`config.mk`:
```
export PLATFORM = sky130hd
export DESIGN_NAME = pdata_seq_flat
export DESIGN_NICKNAME = d
export VERILOG_FILES = /design/src/rtl/pdata_pkg.sv /design/src/rtl/pdata_if.sv /design/src/rtl/pdata_shreg.sv /design/src/rtl/pdata_seq.sv /design/src/flat_wrapper.sv
export SDC_FILE = /design/constraint.sdc
export NUM_CORES = 1
export LEC_CHECK = 0
export ABC_AREA = 0
export BUFFER_PORTS_ARGS = -buffer_cell sky130_fd_sc_hd__buf_4
export CORE_ASPECT_RATIO = 0.6
export CORE_MARGIN = 10
export CORE_UTILIZATION = 35
export CTS_BUF_LIST = sky130_fd_sc_hd__clkbuf_4
export CTS_CLUSTER_DIAMETER = 150
export DETAILED_ROUTE_END_ITERATION = 6
export GPL_TIMING_DRIVEN = 0
export HOLD_SLACK_MARGIN = 0.02
export SYNTH_ARGS = -nofsm -noshare
export SYNTH_HDL_FRONTEND = slang
export SYNTH_SLANG_ARGS = --single-unit
```
`constraint.sdc`:
```
create_clock -name clk -period 2.5 [get_ports clk]
set_clock_uncertainty 0.05 [all_clocks]
set_input_delay 0 -clock clk [delete_from_list [all_inputs] [get_ports clk]]
set_output_delay 0 -clock clk [all_outputs]
set_load 0.03 [all_outputs]
```
`src/rtl/pdata_pkg.sv`:
```
// Shared types and constants for the serial MAC command sequencer.
package pdata_pkg;

   // Operand width of the attached serial MAC element; its accumulator is 4x this.
   localparam int SIZE_DEFAULT = 32;

   // Opcodes understood by the serial MAC element.
   typedef enum logic [2:0] {
      MAC_OUT_DATA1 = 3'd0,
      MAC_OUT_DATA2 = 3'd1,
      MAC_OUT_RES   = 3'd2,
      MAC_LOAD      = 3'd3,
      MAC_LOAD_RES  = 3'd4,
      MAC_MUL       = 3'd5,
      MAC_MUL_ADD   = 3'd6,
      MAC_NO_OP     = 3'd7
   } mac_op_e;

   // Commands accepted on the command channel.
   typedef enum logic [2:0] {
      CMD_LOAD     = 3'd0,
      CMD_MUL      = 3'd1,
      CMD_MUL_ADD  = 3'd2,
      CMD_READ_RES = 3'd3,
      CMD_LOAD_RES = 3'd4,
      CMD_READ_D1  = 3'd5,
      CMD_READ_D2  = 3'd6,
      CMD_NOP      = 3'd7
   } cmd_op_e;

   // Sequencer states.
   typedef enum logic [1:0] {
      ST_IDLE  = 2'd0,
      ST_SHIFT = 2'd1,
      ST_PULSE = 2'd2,
      ST_RESP  = 2'd3
   } state_e;

   // MAC opcode driven while a command is being executed.
   function automatic mac_op_e macOpFor(input cmd_op_e op);
      mac_op_e result;
      case (op)
         CMD_LOAD:     result = MAC_LOAD;
         CMD_MUL:      result = MAC_MUL;
         CMD_MUL_ADD:  result = MAC_MUL_ADD;
         CMD_READ_RES: result = MAC_OUT_RES;
         CMD_LOAD_RES: result = MAC_LOAD_RES;
         CMD_READ_D1:  result = MAC_OUT_DATA1;
         CMD_READ_D2:  result = MAC_OUT_DATA2;
         default:      result = MAC_NO_OP;
      endcase
      return result;
   endfunction

   // Commands that loop MAC content back and return it as a response.
   function automatic logic isReadOp(input cmd_op_e op);
      return (op == CMD_READ_RES) || (op == CMD_READ_D1) || (op == CMD_READ_D2);
   endfunction

endpackage

```
`src/rtl/pdata_if.sv`:
```
// Command/response channel between a host and the MAC sequencer.
interface pdata_if #(
   parameter int SIZE = pdata_pkg::SIZE_DEFAULT
);
   logic                cmd_valid;
   logic                cmd_ready;
   logic [2:0]          cmd_op;
   logic [SIZE-1:0]     cmd_data;
   logic                rsp_valid;
   logic                rsp_ready;
   logic [4*SIZE-1:0]   rsp_data;

   modport master (
      output cmd_valid, cmd_op, cmd_data, rsp_ready,
      input  cmd_ready, rsp_valid, rsp_data
   );

   modport slave (
      input  cmd_valid, cmd_op, cmd_data, rsp_ready,
      output cmd_ready, rsp_valid, rsp_data
   );
endinterface

```
`src/rtl/pdata_shreg.sv`:
```
// Parallel-load shift register, shifting MSB-first (serial in at the LSB).
module pdata_shreg #(
   parameter int WIDTH = 8
) (
   input  logic             clk,
   input  logic             nRst,
   input  logic             load_i,
   input  logic [WIDTH-1:0] loadVal_i,
   input  logic             shift_i,
   input  logic             serIn_i,
   output logic             serOut_o,
   output logic [WIDTH-1:0] par_o
);

   logic [WIDTH-1:0] shift_q;

   // Load has priority over shift so a fresh command always starts clean.
   always_ff @(posedge clk or negedge nRst) begin
      if (!nRst) begin
         shift_q <= '0;
      end else if (load_i) begin
         shift_q <= loadVal_i;
      end else if (shift_i) begin
         shift_q <= {shift_q[WIDTH-2:0], serIn_i};
      end
   end

   assign serOut_o = shift_q[WIDTH-1];
   assign par_o    = shift_q;

endmodule

```
`src/rtl/pdata_seq.sv`:
```
// Command sequencer driving a bit-serial MAC element: serializes loads,
// loops reads back through the element while capturing them, pulses MUL ops.
module pdata_seq
   import pdata_pkg::*;
#(
   parameter int SIZE = SIZE_DEFAULT
) (
   input  logic       clk,
   input  logic       nRst,
   pdata_if.slave     bus,
   output logic [2:0] opcode,
   output logic       rx,
   input  logic       tx,
   output logic       busy
);

   localparam int W  = 4 * SIZE;
   localparam int CW = $clog2(W);
   localparam logic [CW-1:0] CNT_WORD = CW'(SIZE - 1);
   localparam logic [CW-1:0] CNT_WIDE = CW'(W - 1);

   state_e          state_q, state_d;
   logic [CW-1:0]   count_q, count_d;
   cmd_op_e         op_q, op_d;
   logic [W-1:0]    rsp_data_q;

   cmd_op_e         cmdOp;
   logic            opIsRead;
   mac_op_e         macOp;
   logic            rxBit;

   logic            serLoad;
   logic [W-1:0]    serLoadVal;
   logic            serShift;
   logic            serMsb;
   logic [W-1:0]    serPar;

   logic            capLoad;
   logic            capShift;
   logic            capSer;
   logic [W-1:0]    capPar;
   logic            rspLoad;

   assign cmdOp    = cmd_op_e'(bus.cmd_op);
   assign opIsRead = isReadOp(op_q);

   pdata_shreg #(.WIDTH(W)) serializer (
      .clk       (clk),
      .nRst      (nRst),
      .load_i    (serLoad),
      .loadVal_i (serLoadVal),
      .shift_i   (serShift),
      .serIn_i   (1'b0),
      .serOut_o  (serMsb),
      .par_o     (serPar)
   );

   pdata_shreg #(.WIDTH(W)) capture (
      .clk       (clk),
      .nRst      (nRst),
      .load_i    (capLoad),
      .loadVal_i ('0),
      .shift_i   (capShift),
      .serIn_i   (tx),
      .serOut_o  (capSer),
      .par_o     (capPar)
   );

   // Next-state logic and all MAC-side outputs; everything defaults to idle.
   always_comb begin
      state_d    = state_q;
      count_d    = count_q;
      op_d       = op_q;
      serLoad    = 1'b0;
      serLoadVal = '0;
      serShift   = 1'b0;
      capLoad    = 1'b0;
      capShift   = 1'b0;
      rspLoad    = 1'b0;
      macOp      = MAC_NO_OP;
      rxBit      = 1'b0;

      case (state_q)
         ST_IDLE: begin
            if (bus.cmd_valid) begin
               op_d    = cmdOp;
               serLoad = 1'b1;
               capLoad = 1'b1;
               case (cmdOp)
                  CMD_LOAD: begin
                     serLoadVal = {bus.cmd_data, {(3*SIZE){1'b0}}};
                     count_d    = CNT_WORD;
                     state_d    = ST_SHIFT;
                  end
                  CMD_LOAD_RES: begin
                     serLoadVal = {{(3*SIZE){1'b0}}, bus.cmd_data};
                     count_d    = CNT_WIDE;
                     state_d    = ST_SHIFT;
                  end
                  CMD_READ_D1, CMD_READ_D2: begin
                     count_d = CNT_WORD;
                     state_d = ST_SHIFT;
                  end
                  CMD_READ_RES: begin
                     count_d = CNT_WIDE;
                     state_d = ST_SHIFT;
                  end
                  CMD_MUL, CMD_MUL_ADD: begin
                     state_d = ST_PULSE;
                  end
                  default: begin
                     state_d = ST_IDLE;
                  end
               endcase
            end
         end
         ST_SHIFT: begin
            macOp = macOpFor(op_q);
            if (opIsRead) begin
               rxBit    = tx;
               capShift = 1'b1;
            end else begin
               rxBit    = serMsb;
               serShift = 1'b1;
            end
            if (count_q == '0) begin
               rspLoad = opIsRead;
               state_d = opIsRead ? ST_RESP : ST_IDLE;
            end else begin
               count_d = count_q - CW'(1);
            end
         end
         ST_PULSE: begin
            macOp   = macOpFor(op_q);
            state_d = ST_IDLE;
         end
         ST_RESP: begin
            if (bus.rsp_ready) begin
               state_d = ST_IDLE;
            end
         end
         default: begin
            state_d = ST_IDLE;
         end
      endcase
   end

   // Sequencer state, shift counter and the command being executed.
   always_ff @(posedge clk or negedge nRst) begin
      if (!nRst) begin
         state_q <= ST_IDLE;
         count_q <= '0;
         op_q    <= CMD_NOP;
      end else begin
         state_q <= state_d;
         count_q <= count_d;
         op_q    <= op_d;
      end
   end

   // Response register includes the bit captured on the final shift edge and
   // holds across handshakes until the next read completes.
   always_ff @(posedge clk or negedge nRst) begin
      if (!nRst) begin
         rsp_data_q <= '0;
      end else if (rspLoad) begin
         rsp_data_q <= {capPar[W-2:0], tx};
      end
   end

   assign opcode        = macOp;
   assign rx            = rxBit;
   assign busy          = (state_q != ST_IDLE);
   assign bus.cmd_ready = (state_q == ST_IDLE);
   assign bus.rsp_valid = (state_q == ST_RESP);
   assign bus.rsp_data  = rsp_data_q;

   logic unused_ok;
   assign unused_ok = &{1'b0, serPar, capSer, capPar[W-1]};

endmodule

```
`src/flat_wrapper.sv`:
```
// flat-port wrapper written by rule: the top's interface ports become plain ports
module pdata_seq_flat import pdata_pkg::*;
#(
   parameter int SIZE = SIZE_DEFAULT
)
  (clk, nRst, opcode, rx, tx, busy, bus_cmd_valid, bus_cmd_op, bus_cmd_data, bus_rsp_ready, bus_cmd_ready, bus_rsp_valid, bus_rsp_data);
  pdata_if #(.SIZE(SIZE)) bus_i ();
  input  logic clk;
  input  logic nRst;
  output logic [2:0] opcode;
  output logic rx;
  input  logic tx;
  output logic busy;
  input wire logic [$bits(bus_i.cmd_valid)-1:0] bus_cmd_valid;
  input wire logic [$bits(bus_i.cmd_op)-1:0] bus_cmd_op;
  input wire logic [$bits(bus_i.cmd_data)-1:0] bus_cmd_data;
  input wire logic [$bits(bus_i.rsp_ready)-1:0] bus_rsp_ready;
  output wire logic [$bits(bus_i.cmd_ready)-1:0] bus_cmd_ready;
  output wire logic [$bits(bus_i.rsp_valid)-1:0] bus_rsp_valid;
  output wire logic [$bits(bus_i.rsp_data)-1:0] bus_rsp_data;
  assign bus_i.cmd_valid = bus_cmd_valid;
  assign bus_i.cmd_op = bus_cmd_op;
  assign bus_i.cmd_data = bus_cmd_data;
  assign bus_i.rsp_ready = bus_rsp_ready;
  assign bus_cmd_ready = bus_i.cmd_ready;
  assign bus_rsp_valid = bus_i.rsp_valid;
  assign bus_rsp_data = bus_i.rsp_data;
  pdata_seq #(.SIZE(SIZE)) u_core (.clk(clk), .nRst(nRst), .bus(bus_i), .opcode(opcode), .rx(rx), .tx(tx), .busy(busy));
endmodule
```
# Word level (Yosys, flattened, before mapping)
# Cells that the tools add are included.
# totals
register_bits,395
elab_cells,74
in_bits,40
output_inout_bits,135
# op_classes
mux,29
n_reduce_logical,18
eq_ne,20
add_sub_neg,1
# op_table
cell,count
$mux 128,4
$pmux 128 s2,1
$mux 127,2
$pmux 7 s2,2
$pmux 3 s7,1
$eq 3x3->1 const B,6
$mux 7,2
$eq 3x2->1 const B,4
$mux 1,10
$mux 2,4
$pmux 2 s4,1
$reduce_bool 2->1,4
$logic_not 7->1,1
$sub 7x1->7 const B,1
$eq 3x1->1 const B,2
$logic_not 3->1,2
$ne 2x2->1 const B,3
$reduce_or 2->1,3
$reduce_or 5->1,1
$eq 2x2->1 const B,2
$pmux 2 s2,1
$reduce_and 4->1,1
$mux 3,1
$ne 3x3->1 const B,1
7 further kinds,8

# Longest topological paths before layout
# Gate-level depths: netlist (run 1).
# logic_depth
ltp_word,7
mapped_depth,10
ltp_nobuf,6

# Cells and area by module
# Synthesis (run 1) repeated with hierarchy kept, for this count alone.
# unflattened
cells_unflattened,1605
hier_area_um2,18144.9
# modules_own_cells
mod,n_inst,seq_area_each_um2,cells_per_inst,area_per_inst_um2
pdata_shreg,2,3203.1,555,5954.5
pdata_seq,1,3507.1,495,6236.0

# Worst setup path before layout (run 1)
# No wires, ideal clock.
# synth_path
path_type,register to register
from,register u_core.state_q[0]
to,register u_core.serializer.shift_q[100] (netlist: u_core.serializer.par_o[100])
path_buffers,3
setup_time_ns,0.138
slack_ns,0.318
period_less_slack_ns,2.182
arrival_time_ns,1.994
required_time_ns,2.312
stages_incl_launch_ff,8
path_cell_list,dfrtp_1 inv_1 ha_1 and2_0 clkbuf_1 clkbuf_1 clkbuf_1 o22ai_1
# synth_between
elab_chain_cells,3
elab_cells_between_ends,7
cone_classes,1 x eq/ne; 4 x mux; 2 x reduce/logical
# synth_lines
item,line_no,rtl
start: declaration,pdata_seq.sv:22,"state_e state_q, state_d;"
start signal: assignment,pdata_seq.sv:155,state_q <= state_d;
$logic_not 2->1 *,n/a,
net bus_cmd_ready,flat_wrapper.sv:18,output wire logic [$bits(bus_i.cmd_ready)-1:0] bus_cmd_ready;
$mux 128 or $mux 1 (tied branches),pdata_seq.sv:83,case (state_q)
$mux 128 or $reduce_bool 2->1 (tied branches),n/a,
end signal: assignment,pdata_shreg.sv:22,shift_q <= loadVal_i;
end signal: assignment,pdata_shreg.sv:24,"shift_q <= {shift_q[WIDTH-2:0], serIn_i};"
end: declaration,pdata_shreg.sv:15,logic [WIDTH-1:0] shift_q;
# The timed path passes the listed nets; every way through them passes the cells marked *.
# A chain may end at the register's enable or synchronous reset.

# Worst setup path in the final report (run 1)
# layout_path
from,register u_core.state_q[1]
to,output rx
# layout_between
elab_chain_cells,2
# layout_lines
item,line_no,rtl
$eq 2x1->1,pdata_seq.sv:83,
$mux 1,pdata_seq.sv:83,
end: declaration,flat_wrapper.sv:11,output logic rx;
# Every way passes these cells.

==> results.py, run 1 <==
metrics = {
    "outcome": {
        "outcome": "finished clean",
    },
    "synth": {
        "synth_area_leader_cell": "dfrtp_1",
        "ys_ff_latch": 395,
        "synth_cell_type_count": 49,
        "synth_warnings": 0,
        "async_reset_ff_share_pct": 100,
        "synth_fp_nets": 1522,
        "synth_area_sq_um": 17000,
        "ys_seq_area_share_pct": 58.1,
        "synth_top_area_share_pct": 57.7,
        "ys.flop_type": "dfrtp_1",
        "synth_edf_count": 0,
        "syn-instance-count": 1476,
        "yosys-top-cells-area": "dfrtp_1, mux2_4, a21oi_1, o21ai_0, nand3_1",
        "syn-mean-instance-area_sq_um": 11.5,
    },
    "layout": {
        "layout_common_cells": "dfrtp_1, a21oi_1, buf_4",
        "final_common_cell": "dfrtp_1",
        "nets": 1885,
        "drive_gt1_share_pct": 29.1,
        "fillerInstances": 4487,
        "multi_input_area_sq_um": 6380,
        "fin_area_sq_um": 21400,
        "fin_util_pct": 44.7,
        "syn_to_final_growth_pct": 26.0,
        "regArea_sq_um": 9890,
    },
    "die": {
        "die_w_um": 305,
        "coreArea_sq_um": 47900,
        "initial_core_util_pct": 35.5,
        "num_io_pins": 175,
        "fp-row-count": 62,
        "die_y_um": 191,
        "fp.dieArea_sq_um": 58100,
    },
    "sta": {
        "rsz0062_at_grt": "true",
        "hold_slack_ns": 0.137,
        "setup_tns_ns": 0,
        "hold_viol_final": 0,
        "min_period_over_period_pct": 99.2,
        "setup_viol": 0,
        "fin_crit_ns": 2.48,
        "tightestPinTransition_ns": 0.846,
        "report.final.slew_viol_count": 0,
        "fmax_mhz": 403,
        "relSlewSlack_pct": 43.6,
    },
    "placed_design": {
        "port_buffers": 174,
        "dpl.hpwl_um": 30600,
        "place.gp.congestion": 0.790,
        "placed_cell_area_sq_um": 19200,
    },
    "detailed_routing": {
        "drt_iter0_drc": 1088,
        "avgViaCountPerCell": 5.07,
        "drc": 0,
        "ant_nets": 0,
        "routed_wl_um": 45900,
        "vias": 12915,
        "drt_first_pass_iters": 5,
        "wl_per_cell_um": 18.0,
    },
    "critical_path": {
        "critPathLaunchType": "register",
        "crit_arrival_ns": 2.43,
        "path_delay_family": "buffers and inverters",
        "r2r_end": "u_core.serializer.par_o[29]",
        "path_class": "register to output pin",
        "end_kind": "output pin",
        "cp.depth": 10,
        "crit_top_cell": "nand2_1",
        "r2r_start": "u_core.state_q[1]",
        "rrSetupSlack_ns": 0.21,
        "cp-endpoint": "rx",
        "reg2reg_depth": 10,
        "crit_chain": "inv_2 -> ha_2 -> buf_8 -> clkinv_8 -> a221oi_1 -> buf_4 -> buf_12 -> nand2_1 -> nand2_1 -> buf_6",
        "crit_start": "u_core.state_q[1]",
        "critical_path.max_fanout": 4,
        "critPathSlowestCell": "dfrtp_1",
        "cpPeakStageDelay_ns": 0.39,
        "crit_buf_inv": 6,
        "cp.required_ns": 2.45,
    },
    "power": {
        "leakagePower_nw": 10.2,
        "powerDensity_nw_per_um2": 890,
        "power_mw": 19.1,
        "ir_drop_v": 0.000353,
    },
    "grt": {
        "grt_pass1_wl_um": 74000,
        "grt_pass1_vias": 13228,
        "overflow": 0,
        "antenna_found_initial": 2,
        "grt_max_degree": 111,
        "grt.total_usage_pct": 15.5,
    },
    "run": {
        "cap_violations": 0,
    },
    "clock_tree": {
        "clockBufferDepth": 3,
        "clk_latency_ns": 0.78,
        "clkTransAtPathRegs_ns": 0.06,
        "tritoncts": "yes",
        "cts_root_buf": "clkbuf_4",
        "cts_buffers": 98,
        "h-tree-depth": 3,
        "cts_sinks": 395,
    },
    "worst_hold_path": {
        "holdCritPathClass": "input pin to register",
    },
}
## how the worst min path moves through the flow
| stage | end | cells past startpoint | startpoint |
|---|---|---|---|
| 6_report | u_core.capture.par_o[0] | 4 | tx |
| 2_1_floorplan | u_core.bus.rsp_data[0] | 0 | nRst |
| 3_5_place_dp | u_core.bus.rsp_data[19] | 1 | nRst |
| 4_1_cts | u_core.capture.par_o[0] | 4 | tx |
| 5_1_grt | u_core.capture.par_o[0] | 4 | tx |
| 3_3_place_gp | u_core.bus.rsp_data[0] | 2 | tx |
## per-stage QoR
| stage | instances | worst slack, ns |
|---|---|---|
| global placement | 2290 | -2.60 |
| global route | 2549 | -0.122 |
| CTS | 2539 | -0.176 |
| detailed placement | 2293 | -0.654 |
| finish | 2549 | 0.0211 |
| floorplan | 1476 | 0.318 |
## timing repair
item                                    4_1_cts  5_1_grt
pin swaps                                     1        1
resized for setup                            32       40
buffers inserted                              4       10
hold buffers                                 77        0
endpoints found under the setup margin      263      200
endpoints found under the hold margin       387        0
## layer usage
layer	up-vias	GRT usage, %	part of all wire, %
met5	-	0	0
met4	0	5.10	2.0
met1	6464	21.7	47
met3	71	4.70	6.8
li1	6028	-	-
met2	352	22.7	44
## worst min-delay path, stage by stage
cell and delay, ns:
dlygate4sd3_1 0.53, buf_4 0.15, nand3_1 0.14, a21oi_1 0.08
## cell usage after synthesis (2+ instances only)
master,number
a22oi_1,5
a22o_1,2
inv_1,10
o211ai_1,4
buf_6,5
and2_1,2
o22ai_1,64
nand2_1,165
mux2_4,120
mux2i_1,64
buf_12,11
xor2_1,2
nand3_1,130
mux2_2,13
a31oi_1,2
buf_2,19
o21ai_0,132
a21oi_1,195
dfstp_2,3
nor2b_1,2
clkbuf_1,96
nor2_1,4
ha_1,6
nand2b_1,2
buf_1,3
dfrtp_1,392
## layout make-up
type / instances / area share, %
multi-input cells: 936 / 29.8
clock inverters: 19 / 0.537
plain buffers: 129 / 3.71
inverters: 11 / 0.251
diodes: 1 / 0.0117
flip-flops and latches: 395 / 46.1
well taps: 640 / 3.74
repair buffers: 268 / 10.6
clock buffers: 150 / 5.25
## sequential cells by signal, summed over array words and instances (netlist names)
| name | cells |
|---|---|
| u_core.serializer.par_o | 128 |
| u_core.count_q | 7 |
| u_core.capture.par_o | 127 |
| u_core.bus.rsp_data | 128 |
| u_core.op_q | 3 |
| u_core.state_q | 2 |
## kinds of logic (layout without fill, tap and decap cells)
| group | after synthesis | after routing | share of synthesized area (%) |
|---|---|---|---|
| buffers and inverters | 145 | 577 | 4.61 |
| AND/OR/NAND/NOR | 314 | 314 | 8.29 |
| XOR/XNOR | 3 | 3 | 0.154 |
| flip-flops | 395 | 395 | 58.1 |
| adder cells (fa/ha/maj) | 6 | 6 | 0.441 |
| other | 0 | 1 | 0 |
| multiplexers | 197 | 197 | 15.2 |
| AO/OA/AOI/OAI | 416 | 416 | 13.2 |
## where the power goes
part,leakage [nW],switching [mW],internal [mW]
logic,4.03,4.48,1.89
registers,5.47,0.361,6.87
clock network,0.736,2.66,2.82
(Power assumes the default switching activity.)
==> run 2: changes to the inputs <==
SYNTH_HIERARCHICAL = 1   (was not set)
==> results.py, run 2 <==
metrics = {
    "outcome": {
        "outcome": "finished clean",
    },
    "layout": {
        "layout_common_cells": "dfrtp_1, nand2_1, mux2i_1",
        "fillerInstances": 4798,
        "syn_to_final_growth_pct": 28.7,
        "drive_gt1_share_pct": 25.3,
        "final_common_cell": "dfrtp_1",
        "final_cells": 2916,
        "nets": 2194,
    },
    "detailed_routing": {
        "wl_per_cell_um": 15.8,
        "routed_wl_um": 45900,
        "avgViaCountPerCell": 4.52,
        "drt_iter0_drc": 854,
        "vias": 13183,
        "ant_nets": 0,
        "drc": 0,
        "drt_first_pass_iters": 5,
    },
    "placed_design": {
        "dpl.hpwl_um": 31200,
        "port_buffers": 171,
        "place.gp.congestion": 0.763,
        "dp_slack_ns": -0.882,
        "dp_cells": 2657,
    },
    "clock_tree": {
        "cts_sinks": 395,
        "clkTransAtPathRegs_ns": 0.07,
        "clockBufferDepth": 3,
        "cts_root_buf": "clkbuf_4",
        "tritoncts": "yes",
        "clk_latency_ns": 0.85,
        "cts_buffers": 98,
        "h-tree-depth": 3,
    },
    "synth": {
        "syn-mean-instance-area_sq_um": 11.3,
        "synth_warnings": 6,
        "syn-instance-count": 1599,
        "synth_area_sq_um": 18100,
    },
    "run": {
        "cap_violations": 0,
    },
    "sta": {
        "min_period_over_period_pct": 97.4,
        "hold_viol_final": 0,
        "fmax_mhz": 411,
        "report.final.slew_viol_count": 0,
        "setup_viol": 0,
        "tightestPinTransition_ns": 0.673,
        "setup_ws_ns": 0.0644,
        "fin_crit_ns": 2.44,
        "relSlewSlack_pct": 55.1,
    },
    "critical_path": {
        "crit_start": "u_core/op_q[0]",
        "end_kind": "register",
        "cp.required_ns": 3.13,
        "crit_arrival_ns": 3.07,
        "critical_path.max_fanout": 10,
        "r2r_start": "u_core/op_q[0]",
        "critPathLaunchType": "register",
        "path_class": "register to register",
    },
    "die": {
        "num_io_pins": 175,
        "die_w_um": 313,
        "fp-row-count": 64,
        "coreArea_sq_um": 51000,
        "die_y_um": 196,
        "initial_core_util_pct": 35.5,
        "fp.dieArea_sq_um": 61500,
    },
    "grt": {
        "grt_pass1_wl_um": 75300,
        "grt.total_usage_pct": 14.9,
        "grt_max_degree": 120,
        "antenna_found_initial": 2,
        "grt_pass1_vias": 13685,
        "overflow": 0,
    },
    "power": {
        "ir_drop_v": 0.000604,
        "leakagePower_nw": 10.8,
        "powerDensity_nw_per_um2": 986,
    },
    "worst_hold_path": {
        "hold_path_startpoint": "bus_rsp_ready",
        "holdCritPathClass": "input pin to register",
    },
}
-- run 2: per-layer routing --
layer	vias up	part of all wire, %	track usage (%)
met5	-	0	0
li1	6470	-	-
met2	250	43	21.7
met4	0	1.9	4.77
met1	6392	49	21.0
met3	71	5.5	4.25
-- run 2: path summary, 6_finish.rpt --
kind	end	slack, ns	cells after the start
worst max-delay path	u_core/bus.rsp_data[70]	0.06	8
worst min-delay path	u_core/state_q[0]	0.16	4
worst max register to register	u_core/bus.rsp_data[70]	0.06	8
worst min register to register	u_core/op_q[1]	0.46	2
max in group asynchronous	u_core/capture/par_o[18]	1.06	5
min in group asynchronous	u_core/op_q[1]	0.26	3
-- run 2: per-stage QoR --
stage / power [mW] / instance area [sq um] / hold slack (ns) / utilization [%] / setup TNS (ns)
2_1_floorplan: 15.3 / 18800 / -0.346 / - / 0
3_3_place_gp: 17.0 / 21000 / 0.235 / 41.1 / -1208.74
3_5_place_dp: 17.3 / 21000 / -0.0216 / 41.3 / -196.57
4_1_cts: 23.2 / 23200 / 0.0533 / 45.4 / -0.196
5_1_grt: 24.7 / 23300 / 0.0904 / 45.6 / -0.00343
6_report: 23.0 / 23300 / 0.165 / 45.6 / 0
-- run 2: layout make-up --
cell class / count / area (sq um) / share of cell area [%]
Clock inverter: 28 / 183 / 0.785
Timing Repair Buffer: 258 / 2250 / 9.68
Antenna cell: 6 / 15.0 / 0.0645
Buffer: 114 / 1010 / 4.35
Sequential cell: 395 / 9890 / 42.5
Clock buffer: 141 / 1060 / 4.55
Multi-Input combinational cell: 1270 / 7960 / 34.2
Inverter: 11 / 42.5 / 0.183
Tap cell: 693 / 867 / 3.72
-- run 2: timing repair --
| item | in CTS | in global routing |
|---|---|---|
| hold buffers | 81 | 0 |
| hold endpoints to repair | 244 | 0 |
| endpoints found under the setup margin | 376 | 196 |
| setup buffers | 1 | 1 |
| pin swaps | 1 | 2 |
| cloned | 0 | 1 |
| gates resized for setup | 35 | 17 |
-- run 2: power breakdown --
part	switching, mW	total (mW)	internal [mW]
Clock	2.69	5.49	2.80
Sequential	1.35	9.56	8.21
Combinational	4.31	7.92	3.61
-- run 2: critical path, stage by stage, from the launching register on --
cell and delay [ns]:
dfstp_2 0.52, clkbuf_2 0.17, xnor2_1 0.12, a211o_4 0.38
nor3_4 0.23, buf_12 0.15, clkbuf_8 0.18, buf_12 0.15
mux2_2 0.34
==> run 3: changes to the inputs <==
BUFFER_PORTS_ARGS = not set   (was -buffer_cell sky130_fd_sc_hd__buf_4)
DONT_BUFFER_PORTS = 1   (was not set)
==> results.py, run 3 (same netlist as run 2, synthesis figures left out) <==
metrics = {
    "sta": {
        "report.final.slew_viol_count": 213,
        "tightestPinTransition_ns": 2.01,
        "hold_viol_final": 395,
        "setup_tns_ns": 0,
        "fmax_mhz": 414,
        "setup_ws_ns": 0.0858,
        "hold_slack_ns": -1.10,
        "relSlewSlack_pct": -33.9,
        "setup_viol": 0,
        "fin_crit_ns": 2.41,
        "min_period_over_period_pct": 96.6,
    },
    "detailed_routing": {
        "drt_first_pass_iters": 5,
        "wl_per_cell_um": 16.6,
        "avgViaCountPerCell": 4.59,
        "ant_nets": 0,
        "drc": 0,
        "drt_iter0_drc": 824,
        "routed_wl_um": 45400,
        "vias": 12529,
    },
    "placed_design": {
        "place.gp.congestion": 0.770,
        "dp_slack_ns": -1.22,
        "dp_cells": 2483,
        "dpl.hpwl_um": 29900,
        "placed_cell_area_sq_um": 19700,
        "port_buffers": 0,
    },
    "clock_tree": {
        "h-tree-depth": 3,
        "tritoncts": "yes",
        "hold_buffers": 77,
        "cts_sinks": 395,
        "cts_buffers": 100,
        "clockBufferDepth": 3,
        "clk_latency_ns": 0.84,
        "clkTransAtPathRegs_ns": 0.06,
        "cts_root_buf": "clkbuf_4",
    },
    "layout": {
        "nets": 2021,
        "fillerInstances": 4858,
        "final_common_cell": "dfrtp_1",
        "drive_gt1_share_pct": 19.1,
        "layout_common_cells": "dfrtp_1, nand2_1, mux2i_1",
        "fin_area_sq_um": 21800,
        "syn_to_final_growth_pct": 20.6,
        "final_cells": 2728,
    },
    "grt": {
        "antenna_found_initial": 8,
        "grt_max_degree": 396,
        "grt.total_usage_pct": 14.8,
        "grt_pass1_wl_um": 73300,
        "grt_pass1_vias": 13144,
        "overflow": 0,
    },
    "critical_path": {
        "rrSetupSlack_ns": 0.09,
        "critical_path.max_fanout": 10,
        "critPathSlowestCell": "dfrtp_1",
        "crit_chain": "inv_2 -> ha_4 -> inv_1 -> a211o_2 -> nor3_4 -> buf_12 -> bufbuf_16 -> clkbuf_8 -> mux2_2",
        "cp.required_ns": 3.17,
        "crit_arrival_ns": 3.08,
        "critPathLaunchType": "register",
        "path_class": "register to register",
        "reg2reg_depth": 9,
        "end_kind": "register",
        "r2r_start": "u_core/state_q[1]",
        "r2r_end": "u_core/bus.rsp_data[40]",
        "cpPeakStageDelay_ns": 0.40,
    },
    "worst_hold_path": {
        "holdCritPathClass": "input pin to async pin",
    },
    "power": {
        "ir_drop_v": 0.000365,
        "leakagePower_nw": 9.78,
        "powerDensity_nw_per_um2": 1040,
    },
    "die": {
        "fp-row-count": 64,
        "initial_core_util_pct": 35.5,
        "num_io_pins": 175,
        "die_y_um": 196,
        "fp.dieArea_sq_um": 61500,
        "die_w_um": 313,
        "coreArea_sq_um": 51000,
    },
    "outcome": {
        "violations": "negative hold slack, max-slew violations",
        "outcome": "finished, violations left",
    },
    "run": {
        "cap_violations": 0,
    },
}
## run 3: cell count changes in the layout (fill, tap and decap cells not counted), sizes merged
| cell | previous run | this run |
|---|---|---|
| dlygate4sd3 | 80 | 77 |
| buf | 225 | 50 |
| clkbuf | 208 | 213 |
| inv | 13 | 12 |
| clkinvlp | 1 | 0 |
| clkinv | 23 | 10 |
| bufinv | 2 | 1 |
| bufbuf | 0 | 1 |
## run 3: critical path: cells and delay by family, from the launching register on
kind,cells,cell delay (ns)
AO/OA/AOI/OAI,1,0.33
AND/OR/NAND/NOR,1,0.20
adder cells (fa/ha/maj),1,0.14
flip-flops,1,0.40
buffers and inverters,5,0.83
multiplexers,1,0.34
## run 3: cell type report
| cell class | instances | area, sq um | share of cell area, % |
|---|---|---|---|
| Inverter | 11 | 42.5 | 0.195 |
| Clock inverter | 12 | 77.6 | 0.356 |
| Tap cell | 693 | 867 | 3.97 |
| Timing Repair Buffer | 84 | 873 | 4.00 |
| Buffer | 113 | 1010 | 4.63 |
| Antenna cell | 6 | 15.0 | 0.0688 |
| Multi-Input combinational cell | 1270 | 7960 | 36.5 |
| Sequential cell | 395 | 9890 | 45.3 |
| Clock buffer | 144 | 1080 | 4.96 |
## run 3: layer usage
| layer | wire, um | global-route usage (%) | vias to the layer above |
|---|---|---|---|
| met5 | 0 | 0 | - |
| met4 | 1000 | 4.84 | 0 |
| met3 | 3100 | 5.04 | 91 |
| met2 | 19700 | 21.5 | 257 |
| met1 | 21600 | 20.2 | 6059 |
| li1 | - | - | 6122 |
## run 3: what timing repair did
| action | 4_1_cts | 5_1_grt |
|---|---|---|
| buffers inserted | 3 | 3 |
| gates cloned | 1 | 0 |
| hold endpoints to repair | 473 | 395 |
| resized for setup | 39 | 12 |
| endpoints found under the setup margin | 365 | 286 |
| pin swaps | 1 | 1 |
## run 3: where the power goes
part           internal [mW]  switching [mW]
Clock                   2.70            2.61
Sequential              8.21            1.35
Combinational           3.52            4.20
## run 3: worst max-delay path by stage
| stage | start | end | depth (start not counted) |
|---|---|---|---|
| 6_report | u_core/state_q[1] | u_core/bus.rsp_data[40] | 9 |
| 5_1_grt | u_core/state_q[1] | u_core/bus.rsp_data[30] | 9 |
| 4_1_cts | u_core/state_q[0] | u_core/count_q[4] | 6 |
| 3_5_place_dp | u_core/state_q[0] | u_core/capture/par_o[18] | 8 |
| 3_3_place_gp | u_core/state_q[0] | u_core/capture/par_o[21] | 8 |
| 2_1_floorplan | u_core/state_q[0] | u_core/capture/par_o[100] | 8 |
## run 3: stage by stage
| step | total power, mW | utilization, % |
|---|---|---|
| floorplan | 15.3 | - |
| global placement | 16.7 | 38.6 |
| detailed placement | 17.1 | 38.6 |
| CTS | 22.7 | 42.7 |
| global route | 24.3 | 42.8 |
| finish | 22.6 | 42.8 |
